--- src/rtl/adsr_filter_env.sv ---
// ADSR envelope generator driving a filter cutoff word. The envelope advances once per
// sample_clk rising edge; f_out follows env one clk later, offset by F_BASE and clamped to F_MAX.
module adsr_filter_env #(
    parameter logic [17:0] F_BASE = 18'd64,
    parameter logic [17:0] F_MAX  = 18'd72089
) (
    input  logic               clk,
    input  logic               rst,
    input  logic               sample_clk,
    input  logic               gate,
    input  logic [15:0]        attack_rate,
    input  logic [15:0]        decay_rate,
    input  logic [15:0]        release_rate,
    input  logic [15:0]        sustain_level,
    input  logic [15:0]        depth,
    output logic [15:0]        env,
    output logic signed [17:0] f_out,
    output logic [2:0]         stage,
    output logic               busy
);
    localparam logic [2:0] ST_IDLE    = 3'd0;
    localparam logic [2:0] ST_ATTACK  = 3'd1;
    localparam logic [2:0] ST_DECAY   = 3'd2;
    localparam logic [2:0] ST_SUSTAIN = 3'd3;
    localparam logic [2:0] ST_RELEASE = 3'd4;

    // A clamp limit with bit 17 set would read as negative on the signed output.
    localparam logic [17:0] F_LIM = F_MAX[17] ? 18'h1FFFF : F_MAX;

    logic        sclk_prev;
    logic        gate_prev;
    logic        retrig_pend;
    logic        tick;
    logic        gate_rise;
    logic        retrig_now;

    logic [16:0]        attack_sum;
    logic signed [16:0] decay_diff;
    logic [15:0]        env_nxt;
    logic [2:0]         stage_nxt;
    logic [15:0]        mod_hi;
    logic [18:0]        f_sum;

    assign tick       = sample_clk & ~sclk_prev;
    assign gate_rise  = gate & ~gate_prev;
    // A gate edge landing in the tick cycle itself still retriggers on that tick.
    assign retrig_now = retrig_pend | gate_rise;

    always_ff @(posedge clk) begin
        if (rst) begin
            sclk_prev   <= 1'b1;
            gate_prev   <= 1'b1;
            retrig_pend <= 1'b0;
        end else begin
            sclk_prev <= sample_clk;
            gate_prev <= gate;
            if (tick) begin
                retrig_pend <= 1'b0;
            end else if (gate_rise) begin
                retrig_pend <= 1'b1;
            end
        end
    end

    assign attack_sum = {1'b0, env} + {1'b0, attack_rate};
    assign decay_diff = $signed({1'b0, env}) - $signed({1'b0, decay_rate});

    always_comb begin
        env_nxt   = env;
        stage_nxt = stage;
        if (retrig_now) begin
            stage_nxt = ST_ATTACK;
        end else if (!gate && (stage == ST_ATTACK || stage == ST_DECAY || stage == ST_SUSTAIN)) begin
            stage_nxt = ST_RELEASE;
        end else begin
            case (stage)
                ST_IDLE: begin
                    env_nxt = 16'd0;
                end
                ST_ATTACK: begin
                    if (attack_sum >= 17'h0FFFF) begin
                        env_nxt   = 16'hFFFF;
                        stage_nxt = ST_DECAY;
                    end else begin
                        env_nxt = attack_sum[15:0];
                    end
                end
                ST_DECAY: begin
                    if (decay_diff <= $signed({1'b0, sustain_level})) begin
                        env_nxt   = sustain_level;
                        stage_nxt = ST_SUSTAIN;
                    end else begin
                        env_nxt = env - decay_rate;
                    end
                end
                ST_SUSTAIN: begin
                    env_nxt = sustain_level;
                end
                ST_RELEASE: begin
                    if (env <= release_rate) begin
                        env_nxt   = 16'd0;
                        stage_nxt = ST_IDLE;
                    end else begin
                        env_nxt = env - release_rate;
                    end
                end
                default: begin
                    env_nxt   = 16'd0;
                    stage_nxt = ST_IDLE;
                end
            endcase
        end
    end

    always_ff @(posedge clk) begin
        if (rst) begin
            env   <= 16'd0;
            stage <= ST_IDLE;
        end else if (tick) begin
            env   <= env_nxt;
            stage <= stage_nxt;
        end
    end

    assign busy = (stage != ST_IDLE);

    assign mod_hi = 16'(({16'd0, env} * {16'd0, depth}) >> 16);
    assign f_sum  = {1'b0, F_BASE} + {3'd0, mod_hi};

    always_ff @(posedge clk) begin
        if (rst) begin
            f_out <= F_BASE;
        end else if (f_sum > {1'b0, F_LIM}) begin
            f_out <= F_LIM;
        end else begin
            f_out <= f_sum[17:0];
        end
    end
endmodule

--- config.mk ---
export PLATFORM = sky130hd
export DESIGN_NAME = adsr_filter_env
export DESIGN_NICKNAME = d
export VERILOG_FILES = /design/src/rtl/adsr_filter_env.sv
export SDC_FILE = /design/constraint.sdc
export NUM_CORES = 1
export LEC_CHECK = 0
export ABC_AREA = 1
export CORE_MARGIN = 2
export CORE_UTILIZATION = 67
export CTS_BUF_LIST = sky130_fd_sc_hd__clkbuf_2
export DETAILED_ROUTE_END_ITERATION = 8
export GPL_ROUTABILITY_DRIVEN = 1
export PLACE_DENSITY = 0.95
export RECOVER_POWER = 100
export REMOVE_ABC_BUFFERS = 1
export SLEW_MARGIN = 30
export SYNTH_ARGS = -nofsm -noshare
export SYNTH_HDL_FRONTEND = slang
export SYNTH_SLANG_ARGS = --single-unit
--- constraint.sdc ---
create_clock -name clk -period 15.4 [get_ports clk]
set_input_delay 4.62 -clock clk [delete_from_list [all_inputs] [get_ports clk]]
set_output_delay 4.62 -clock clk [all_outputs]
set_load 0.05 [all_outputs]
* After elaboration in Yosys (flattened, before gate mapping)
Index checks and enable logic that the tools add are counted.
** Storage, ports and cells
- Input bits :: 84
- Logic and storage cells :: 54
- Bits in registers :: 40
- Output and inout bits :: 38
** Cells by class
- $mul :: 1
- Order comparisons :: 4
- Reduce and logical (&&, ||, !) cells :: 11
- $add $sub $neg :: 5
- Multiplexer cells :: 11
- Equal/unequal tests :: 8
- Bitwise logic cells :: 7
** Operator list (number)
- 16-bit case mux with 4 select lines :: 1
- 16-bit two-way mux :: 3
- 16-bit by 16-bit multiplier with 32-bit output :: 1
- 16-bit subtractor :: 2
- 16-bit by 16-bit adder with 17-bit output :: 1
- 7-bit by 16-bit adder with 17-bit output, first input constant :: 1
- 17-bit by 16-bit greater-or-equal comparator with 1-bit output, second input constant :: 1
- 17-bit greater-than comparator, second input constant :: 1
- 17-bit <= comparator :: 1
- 17-bit two-way mux :: 1
- 16-bit by 16-bit subtractor with 17-bit output :: 1
- 16-bit <= comparator :: 1
- 3-bit two-way mux :: 5
- 3-bit case mux with 4 select lines :: 1
- 4-bit by 2-bit != test with 1-bit output, second input constant :: 2
- 3-bit by 2-bit == test with 1-bit output, second input constant :: 2
- 2-bit OR reduction :: 3
- 5-bit AND reduction :: 1
- 4-bit != test, second input constant :: 1
- 1-bit inverter :: 4
- 3-bit by 1-bit == test with 1-bit output, second input constant :: 1
- 3-bit == test, second input constant :: 1
- 3-bit zero test :: 1
- 3-bit by 1-bit != test with 1-bit output, second input constant :: 1
- 7 further kinds :: 9

* Logic depth before layout (Yosys ltp)
Gate-level depths: netlist of the first run.
- Depth in word-level cells :: 6
- Depth in mapped cells :: 34
- Gate-level depth less buffers :: 32

* Least setup slack after synthesis of the first run
OpenSTA, ideal clock, no wires.
- Kind :: input -> register
- From :: input port depth[2]
- To :: register f_out[13]
- Arrival :: 10562 ps
- Setup time :: 117 ps
- Stages on the path :: 28
- Path slack :: 4721 ps
- Required time :: 15283 ps
- Path buffers :: 2
- Path through :: clkbuf_1 -> clkbuf_1 -> nand2_1 -> fa_1 -> fa_1 -> fa_1 -> fa_1 -> inv_1 -> fa_1 -> inv_1 -> fa_1 -> inv_1 -> ha_1 -> nand2_1 -> nor2_1 -> inv_1 -> nor2_1 -> nand3_1 -> nand3_1 -> xor2_1 -> ha_1 -> inv_1 -> nor2_1 -> nand3_2 -> nor3_2 -> nand3_2 -> nand2_4 -> nor2_2
** Between the ends
- Longest elaborated chain between the ends :: 4
** RTL lines
- start, declared :: RTL line 15 : input logic [15:0] depth,
- 16-bit by 16-bit multiplier with 32-bit output * :: RTL line 127 : assign mod_hi = 16'(({16'd0, env} * {16'd0, depth}) >> 16);
- 7-bit by 16-bit adder with 17-bit output * :: RTL line 128 : assign f_sum = {1'b0, F_BASE} + {3'd0, mod_hi};
- 17-bit greater-than comparator :: RTL line 133 : end else if (f_sum > {1'b0, F_LIM}) begin
- 2-bit OR reduction (no line)
- end signal, assigned :: RTL line 136 : f_out <= f_sum[17:0];
- end, declared :: RTL line 17 : output logic signed [17:0] f_out,
Every way passes the cells marked *; elsewhere a longest branch is shown, timed or not.
A chain may end at the register's enable or synchronous reset.

* Worst setup path in the final report of the first run
- From :: input port depth[10]
- To :: register f_out[5]
The elaborated chain is that of the path after synthesis.

==> results.txt, run 1 <==
----------------------------------------------------
[Pwr]
  Int Power ... 182 µW
  Relative contribution of combinational cells to total power ... 0.453
  Power per unit of standard cell area ... 19.7 nW/µm²
  P_sw ... 126 µW
  Clock Power Share ... 0.206
  Switching power share of the total ... 0.410
  Overall power after layout ... 308 µW
  Register share of total power ... 0.341
  Maximum vdd ir drop ... 38.0 µV
  Leakage power summed over all cells ... 0.00940 µW

[Logic synthesis]
  Avg Cell Area, Syn ... 6.61 µm²
  Yosys warns ... 0
  Biggest area contributors in the synthesized netlist ... sky130_fd_sc_hd__fa_1, sky130_fd_sc_hd__nand2_1, sky130_fd_sc_hd__inv_1
  Compound-cell area share of the yosys netlist ... 0.0738
  Number of enable-type register cells in the synthesized netlist ... 0
  Basic-gate share of the synthesized area counting and, or, nand and nor cells ... 0.253
  Primary flip-flop cell chosen by synthesis mapping ... sky130_fd_sc_hd__dfxtp_1
  Adder and majority cell fraction of the synthesized area ... 0.420
  Multiplexer area fraction after synthesis ... 0
  Register area share after synthesis ... 0.0547
  Post-synthesis share of cell area spent on xor and xnor gates ... 0.0282
  Share of the synthesized area in the top cell type ... 0.275
  Most area-hungry cell type in the Yosys netlist ... sky130_fd_sc_hd__fa_1
  Async SR Flop Fraction ... 0
  Syn Std Cell Area ... 14300 µm²
  Number of distinct library cell variants in the gate-level netlist after synthesis ... 45
  Cells after synthesis ... 2161
  Main combinational cell family by area after synthesis ... adder cells
  Yosys reg bits ... 39

[Min path]
  Worst min-delay path startpoint ... env[10]$_SDFFE_PP0P_
  End point of the worst hold path ... env[10]$_SDFFE_PP0P_
  Hold-critical path depth ... 2
  Kind of path behind the tightest hold check ... reg -> reg

[GRT]
  Sum of overflow across all layers after global routing ... 0
  Global routing usage summed across all routing layers ... 0.383
  Largest net degree at the start of global routing ... 27
  First-pass GRT wire length ... 67.7 mm
  Number of antenna violations at the first check in global routing ... 0
  Number of global-route vias before repair ... 14000

[Clocking]
  Number of gates resized after cts ... 0
  Clock buffers created by TritonCTS ... 5
  H-tree depth ... 2
  Cell chosen for the clock root ... sky130_fd_sc_hd__clkbuf_2
  Post-CTS clock slew at the launch and capture registers of the worst setup and hold paths ... 0.23 ns
  Clock tree from TritonCTS ... yes
  Clock latency on the worst-skew pair ... 0.44 ns
  Deepest clock path buffer count ... 2
  CTS sink cnt ... 39
  Number of setup buffers added after CTS ... 0
  Post-cts hold buffer count ... 0

[STA]
  Post-Route Skew ... 0.0386 ns
  Final count of pins violating max slew ... 27
  Total setup violations reported at the end of the flow ... 0
  Unrepaired setup endpoints after global routing ... false
  Setup total negative slack ... 0 ns
  Final min period ... 11.80 ns
  Min Hold Slack ... 0.531 ns
  FMAX ... 0.0847 GHz
  Share of the cycle needed by the critical path after routing ... 0.766
  Slew margin rel. ... -0.00884
  Least-Margin Pin Slew ... 1.51 ns
  Count of final hold-check violations ... 0

[Final layout]
  Diodes inserted ... 0
  Layout cells sized above 1 ... 0.0166
  Layout overhead on the synthesized area ... 9.69%
  Area of all placed cells without fillers ... 15700 µm²
  Net count of the finished layout ... 2670

[Worst setup path]
  Worst Setup Start Kind ... primary input
  Worst Setup End Kind ... register
  Arrival time at the worst endpoint ... 12.12 ns
  Maximum fanout along the worst path ... 16
  Setup CP Type ... in -> reg
  Worst R2R Setup Slack ... 7.47 ns
  Reg2Reg Launch Point ... env[7]$_SDFFE_PP0P_
  Depth of the most critical reg-to-reg path ... 26
  Req. time, crit path ... 15.71 ns
  Endpoint of the worst-slack reg-to-reg timing path ... f_out[5]$_SDFF_PP0_
  Launch point of the critical path ... depth[10]

[Routing]
  Wirelength, routed ... 41.9 mm
  Wire length on met2 ... 18.8 mm
  DRC violations left ... 0
  Antenna-violating nets left ... 0
  M1 WL ... 17.3 mm
  Total iterations of the first detailed-routing run ... 5
  Via total after detailed routing ... 14000
  Via density per instance ... 5.59
  Met3 Routed Length ... 4.44 mm
  Drt wl/cell ... 16.8 µm
  Uppermost layer routed ... met4
  DRC marker count from the first detailed-route iteration ... 1182

[Run status]
  Failing checks ... capacitance limit, slew limit
  Status ... complete, but fails checks

[Placement]
  Number of port buffers ... 120
  DP Area ... 15600 µm²
  Global placement routability congestion ... 0.972
  Sum of net half-perimeters after detailed placement ... 34.6 mm

[Flow run]
  Max Cap Viol ... 1

[Floorplanning]
  Die span in y ... 150 µm
  Top-level I/O count ... 122
  Die Footprint ... 22500 µm²
  Starting density of the core ... 0.682
  Floorplan Core Area ... 21000 µm²
  Width of the die ... 150 µm
  Standard-cell rows ... 53

----------------------------------------------------
==> through the flow <==
| step | setup slack (ns) | cells | utilization |
|---|---|---|---|
| floorplan | 5.19 | 2084 | - |
| global placement | 3.90 | 2492 | 0.746 |
| detailed placement | 3.63 | 2492 | 0.746 |
| CTS | 4.08 | 2500 | 0.749 |
| global route | 3.11 | 2500 | 0.748 |
| finish | 3.60 | 2500 | 0.748 |
==> cell type report <==
type,instances,area (µm²)
inverters,568,2130
clock buffers,5,25.0
multi-input cells,1477,11100
well taps,275,344
fillers,1719,5290
repair buffers,133,1290
clock inverters,3,38.8
flip-flops and latches,39,781
==> worst max-delay path, cell delays in order <==
cell and delay, ns:
sky130_fd_sc_hd__dlygate4sd3_1 1.10, sky130_fd_sc_hd__nand2_1 0.22, sky130_fd_sc_hd__fa_1 0.61, sky130_fd_sc_hd__inv_1 0.06, sky130_fd_sc_hd__fa_1 0.55, sky130_fd_sc_hd__fa_1 0.43, sky130_fd_sc_hd__fa_1 0.46, sky130_fd_sc_hd__fa_1 0.49
sky130_fd_sc_hd__inv_1 0.05, sky130_fd_sc_hd__fa_1 0.47, sky130_fd_sc_hd__inv_1 0.04, sky130_fd_sc_hd__ha_1 0.33, sky130_fd_sc_hd__a21oi_1 0.20, sky130_fd_sc_hd__o21ai_0 0.14, sky130_fd_sc_hd__a21oi_1 0.24, sky130_fd_sc_hd__nand3_1 0.17
sky130_fd_sc_hd__xor2_1 0.29, sky130_fd_sc_hd__ha_1 0.24, sky130_fd_sc_hd__inv_1 0.05, sky130_fd_sc_hd__nor2_1 0.15, sky130_fd_sc_hd__nand3_1 0.17, sky130_fd_sc_hd__nor3_1 0.27, sky130_fd_sc_hd__nand3_1 0.30, sky130_fd_sc_hd__nand2_1 0.40
sky130_fd_sc_hd__nor2_2 0.05
==> power by group through the flow <==
stage	Combinational, µW	Clock (µW)	Sequential, µW
after detailed placement	136	0	107
after floorplan	71.7	0	110
after global routing	152	67.9	105
after CTS	137	64.2	105
final	139	63.4	105
after global placement	132	0	107
==> metal layers <==
metal | vias up | track usage
li1 | 6572 | -
met1 | 6547 | 0.530
met2 | 730 | 0.609
met3 | 119 | 0.0649
met4 | 0 | 0.130
met5 | - | 0
==> kinds of logic after synthesis <==
group                      count (synthesis)
AOI/OAI and AO/OA                        193
xor gates and xnor gates                  46
adders and majority gates                362
buffers and inverters                    645
DFF                                       39
other                                      1
and+or+nand+nor                          875
==> cells in the final DEF, fill, tap and decap left out, types with 2 or more instances in the layout <==
master,count
sky130_fd_sc_hd__nand3_1,98
sky130_fd_sc_hd__o21a_1,6
sky130_fd_sc_hd__xnor2_1,18
sky130_fd_sc_hd__o21bai_1,7
sky130_fd_sc_hd__nor2_1,89
sky130_fd_sc_hd__fa_1,196
sky130_fd_sc_hd__o21ai_1,2
sky130_fd_sc_hd__dlygate4sd3_1,36
sky130_fd_sc_hd__nor4_1,5
sky130_fd_sc_hd__clkdlybuf4s50_1,84
sky130_fd_sc_hd__and2_1,3
sky130_fd_sc_hd__buf_4,12
sky130_fd_sc_hd__a21o_1,5
sky130_fd_sc_hd__o21ai_0,42
sky130_fd_sc_hd__dfxtp_1,39
sky130_fd_sc_hd__inv_1,566
sky130_fd_sc_hd__nand3b_1,2
sky130_fd_sc_hd__a21oi_1,109
sky130_fd_sc_hd__clkinv_1,2
sky130_fd_sc_hd__nand2_1,620
sky130_fd_sc_hd__o22ai_1,8
sky130_fd_sc_hd__nor3_1,13
sky130_fd_sc_hd__o31ai_1,2
sky130_fd_sc_hd__nand4_1,30
sky130_fd_sc_hd__nand2_2,2
sky130_fd_sc_hd__ha_1,166
sky130_fd_sc_hd__a31oi_1,5
sky130_fd_sc_hd__clkbuf_2,5
sky130_fd_sc_hd__xor2_1,28
sky130_fd_sc_hd__nor2_2,9
==> registers in the layout, indices dropped and copies added, names as in the netlist <==
signal and count:
retrig_pend 1, stage 3, f_out 17, sclk_prev 1, env 16, gate_prev 1
==> synthesized netlist by cell type, types with 2 or more instances <==
master / instances
sky130_fd_sc_hd__o21ai_0: 42
sky130_fd_sc_hd__a21o_1: 5
sky130_fd_sc_hd__buf_4: 2
sky130_fd_sc_hd__nand4_1: 30
sky130_fd_sc_hd__nand3_2: 3
sky130_fd_sc_hd__nand2_2: 3
sky130_fd_sc_hd__a31oi_1: 5
sky130_fd_sc_hd__o31ai_1: 2
sky130_fd_sc_hd__nor2_2: 9
sky130_fd_sc_hd__fa_1: 196
sky130_fd_sc_hd__buf_2: 3
sky130_fd_sc_hd__nand3b_1: 2
sky130_fd_sc_hd__nand2_1: 618
sky130_fd_sc_hd__clkbuf_1: 70
sky130_fd_sc_hd__nor2_1: 89
sky130_fd_sc_hd__nor3_1: 13
sky130_fd_sc_hd__a21oi_1: 109
sky130_fd_sc_hd__buf_1: 2
sky130_fd_sc_hd__o22ai_1: 8
sky130_fd_sc_hd__xor2_1: 28
sky130_fd_sc_hd__nand3_1: 95
sky130_fd_sc_hd__o21bai_1: 7
sky130_fd_sc_hd__ha_1: 166
sky130_fd_sc_hd__dfxtp_1: 39
sky130_fd_sc_hd__o21a_1: 6
sky130_fd_sc_hd__and2_1: 3
sky130_fd_sc_hd__xnor2_1: 18
sky130_fd_sc_hd__nor4_1: 5
sky130_fd_sc_hd__inv_1: 566
sky130_fd_sc_hd__o21ai_1: 2
==> worst max-delay path by stage <==
stage                           end  slack (ns)  cells after the start
2_1_floorplan  f_out[13]$_SDFF_PP0_        5.19                     28
3_3_place_gp    f_out[2]$_SDFF_PP0_        3.90                     28
3_5_place_dp    f_out[5]$_SDFF_PP0_        3.63                     26
4_1_cts         f_out[5]$_SDFF_PP0_        4.08                     26
5_1_grt         f_out[2]$_SDFF_PP0_        3.11                     27
6_report        f_out[5]$_SDFF_PP0_        3.60                     25
Power figures use the tool's default switching activity.
==> inputs of run 2 (changes only) <==
Settings changed: CORE_UTILIZATION 67 to 56, PLACE_DENSITY 0.95 to 0.87.
Clock period 15.4 ns to 10.8 ns, I/O delays scaled along.
==> results.txt, run 2 (synthesis results as in run 1) <==
----------------------------------------------------
[Run status]
  Status ... finished clean

[Floorplanning]
  Starting density of the core ... 0.569
  Die span in y ... 164 µm
  Die Footprint ... 26800 µm²
  Width of the die ... 164 µm
  Floorplan Core Area ... 25100 µm²
  Top-level I/O count ... 122
  Standard-cell rows ... 58

[Routing]
  Total iterations of the first detailed-routing run ... 6
  Met3 Routed Length ... 3.38 mm
  DRC violations left ... 0
  Antenna-violating nets left ... 0
  Wirelength, routed ... 40.2 mm
  Via total after detailed routing ... 13700
  M1 WL ... 17.4 mm
  Uppermost layer routed ... met4
  Wire length on met2 ... 18.4 mm
  DRC marker count from the first detailed-route iteration ... 1227
  Drt wl/cell ... 15.7 µm
  Via density per instance ... 5.35

[STA]
  Setup total negative slack ... 0 ns
  Post-Route Skew ... 0.0270 ns
  Count of final hold-check violations ... 0
  Final min period ... 10.01 ns
  Total setup violations reported at the end of the flow ... 0
  Min Hold Slack ... 0.586 ns
  Slew margin rel. ... 0.0683
  Least-Margin Pin Slew ... 1.40 ns
  Share of the cycle needed by the critical path after routing ... 0.927
  FMAX ... 0.0999 GHz
  Final count of pins violating max slew ... 0
  Unrepaired setup endpoints after global routing ... false

[Clocking]
  Cell chosen for the clock root ... sky130_fd_sc_hd__clkbuf_2
  Clock latency on the worst-skew pair ... 0.43 ns
  Clock buffers created by TritonCTS ... 5
  Number of setup buffers added after CTS ... 0
  Deepest clock path buffer count ... 2
  Number of gates resized after cts ... 0
  Post-CTS clock slew at the launch and capture registers of the worst setup and hold paths ... 0.22 ns
  CTS sink cnt ... 39
  Post-cts hold buffer count ... 0
  H-tree depth ... 2
  Clock tree from TritonCTS ... yes

[Pwr]
  Power per unit of standard cell area ... 26.1 nW/µm²
  Leakage power summed over all cells ... 0.00944 µW
  Overall power after layout ... 412 µW
  Maximum vdd ir drop ... 34.3 µV

[GRT]
  Number of antenna violations at the first check in global routing ... 1
  First-pass GRT wire length ... 67.2 mm
  Global routing usage summed across all routing layers ... 0.315
  Sum of overflow across all layers after global routing ... 0
  Number of global-route vias before repair ... 13900
  Largest net degree at the start of global routing ... 27

[Worst setup path]
  Reg2Reg Launch Point ... env[5]$_SDFFE_PP0P_
  Launch point of the critical path ... depth[7]
  Arrival time at the worst endpoint ... 10.33 ns
  Worst Setup End Kind ... register
  Kind of cell with the highest combined delay on the critical path ... adder cells
  CP max stage delay ... 0.97 ns
  Maximum fanout along the worst path ... 16
  Standard cell with the maximum stage delay on the critical path ... sky130_fd_sc_hd__dlygate4sd3_1
  Critical path buffers and inverters ... 8
  Setup CP Type ... in -> reg
  Worst Setup Start Kind ... primary input
  Req. time, crit path ... 11.12 ns

[Final layout]
  Share of the core filled with cells in the final layout ... 0.628
  Top reg by flops ... f_out
  Net count of the finished layout ... 2679
  Max FFs per register ... 17
  Layout overhead on the synthesized area ... 10.5%
  Regs by FF count ... f_out (17), env (16), stage (3)
  Area of all placed cells without fillers ... 15800 µm²
  Layout cells sized above 1 ... 0.0193
  Most common library cell in the layout ignoring fill and taps ... sky130_fd_sc_hd__nand2_1
  Most frequent cells in the layout ... sky130_fd_sc_hd__nand2_1, sky130_fd_sc_hd__inv_1, sky130_fd_sc_hd__fa_1, sky130_fd_sc_hd__ha_1, sky130_fd_sc_hd__a21oi_1

[Placement]
  DP Area ... 15800 µm²
  Number of port buffers ... 120
  Global placement routability congestion ... 1.03
  Sum of net half-perimeters after detailed placement ... 33.9 mm

[Min path]
  Kind of path behind the tightest hold check ... reg -> reg
  Worst min-delay path startpoint ... env[0]$_SDFFE_PP0P_

[Flow run]
  Max Cap Viol ... 0

----------------------------------------------------
run 2: changes by cell type in the layout (fill, tap and decap cells not counted):
cell                              delta
sky130_fd_sc_hd__nand2_1             -2
sky130_fd_sc_hd__nand2_2             +1
sky130_fd_sc_hd__nand3_2             +1
sky130_fd_sc_hd__nor2_1              +5
sky130_fd_sc_hd__bufinv_16           -1
sky130_fd_sc_hd__nor2_2              -5
sky130_fd_sc_hd__diode_2             +1
sky130_fd_sc_hd__dlygate4sd3_1       +3
sky130_fd_sc_hd__nand2_4             +1
sky130_fd_sc_hd__nand3_1             -1
sky130_fd_sc_hd__buf_4               +9
sky130_fd_sc_hd__clkdlybuf4s50_1     -3
run 2: layer usage:
| layer | track usage | vias to the layer above |
|---|---|---|
| li1 | - | 6586 |
| met1 | 0.439 | 6485 |
| met2 | 0.515 | 575 |
| met3 | 0.0389 | 79 |
| met4 | 0.0913 | 0 |
| met5 | 0 | - |
run 2: worst register-to-register path: cells and delay by family, from the launching register on:
family,cells,cell delay (ns)
fa+ha+maj,8,3.52
simple gates,9,1.40
flops,1,1.22
compound gates,3,0.51
buf+inv,6,0.43
xor+xnor,1,0.29
run 2: area by class of cell:
type                    instances  area (µm²)
inverters                     568        2130
well taps                     330         413
multi-input cells            1477       11100
repair buffers                142        1360
diodes                          1        2.50
clock buffers                   5        25.0
clock inverters                 2        8.76
flip-flops and latches         39         781
fillers                      2297        9330
run 2: path summary, 6_finish.rpt:
check                                             to  slack (ns)  depth (start not counted)
worst max-delay path            f_out[10]$_SDFF_PP0_        0.79                         29
worst max register to register  f_out[10]$_SDFF_PP0_        3.32                         27
worst min register to register   env[0]$_SDFFE_PP0P_        0.59                          2
worst min-delay path             env[0]$_SDFFE_PP0P_        0.59                          2
run 2: through the flow:
stage | setup WS (ns) | instances
floorplan | 1.97 | 2084
global placement | 0.765 | 2556
detailed placement | 0.547 | 2556
CTS | 0.990 | 2563
global route | 0.359 | 2564
finish | 0.792 | 2564
run 2: report_power, final:
group | leakage, µW | internal (µW) | total (µW) | switching, µW
Sequential | 0.000315 | 146 | 149 | 3.05
Combinational | 0.00910 | 76.3 | 199 | 123
Clock | 0.0000263 | 13.7 | 64.1 | 50.5
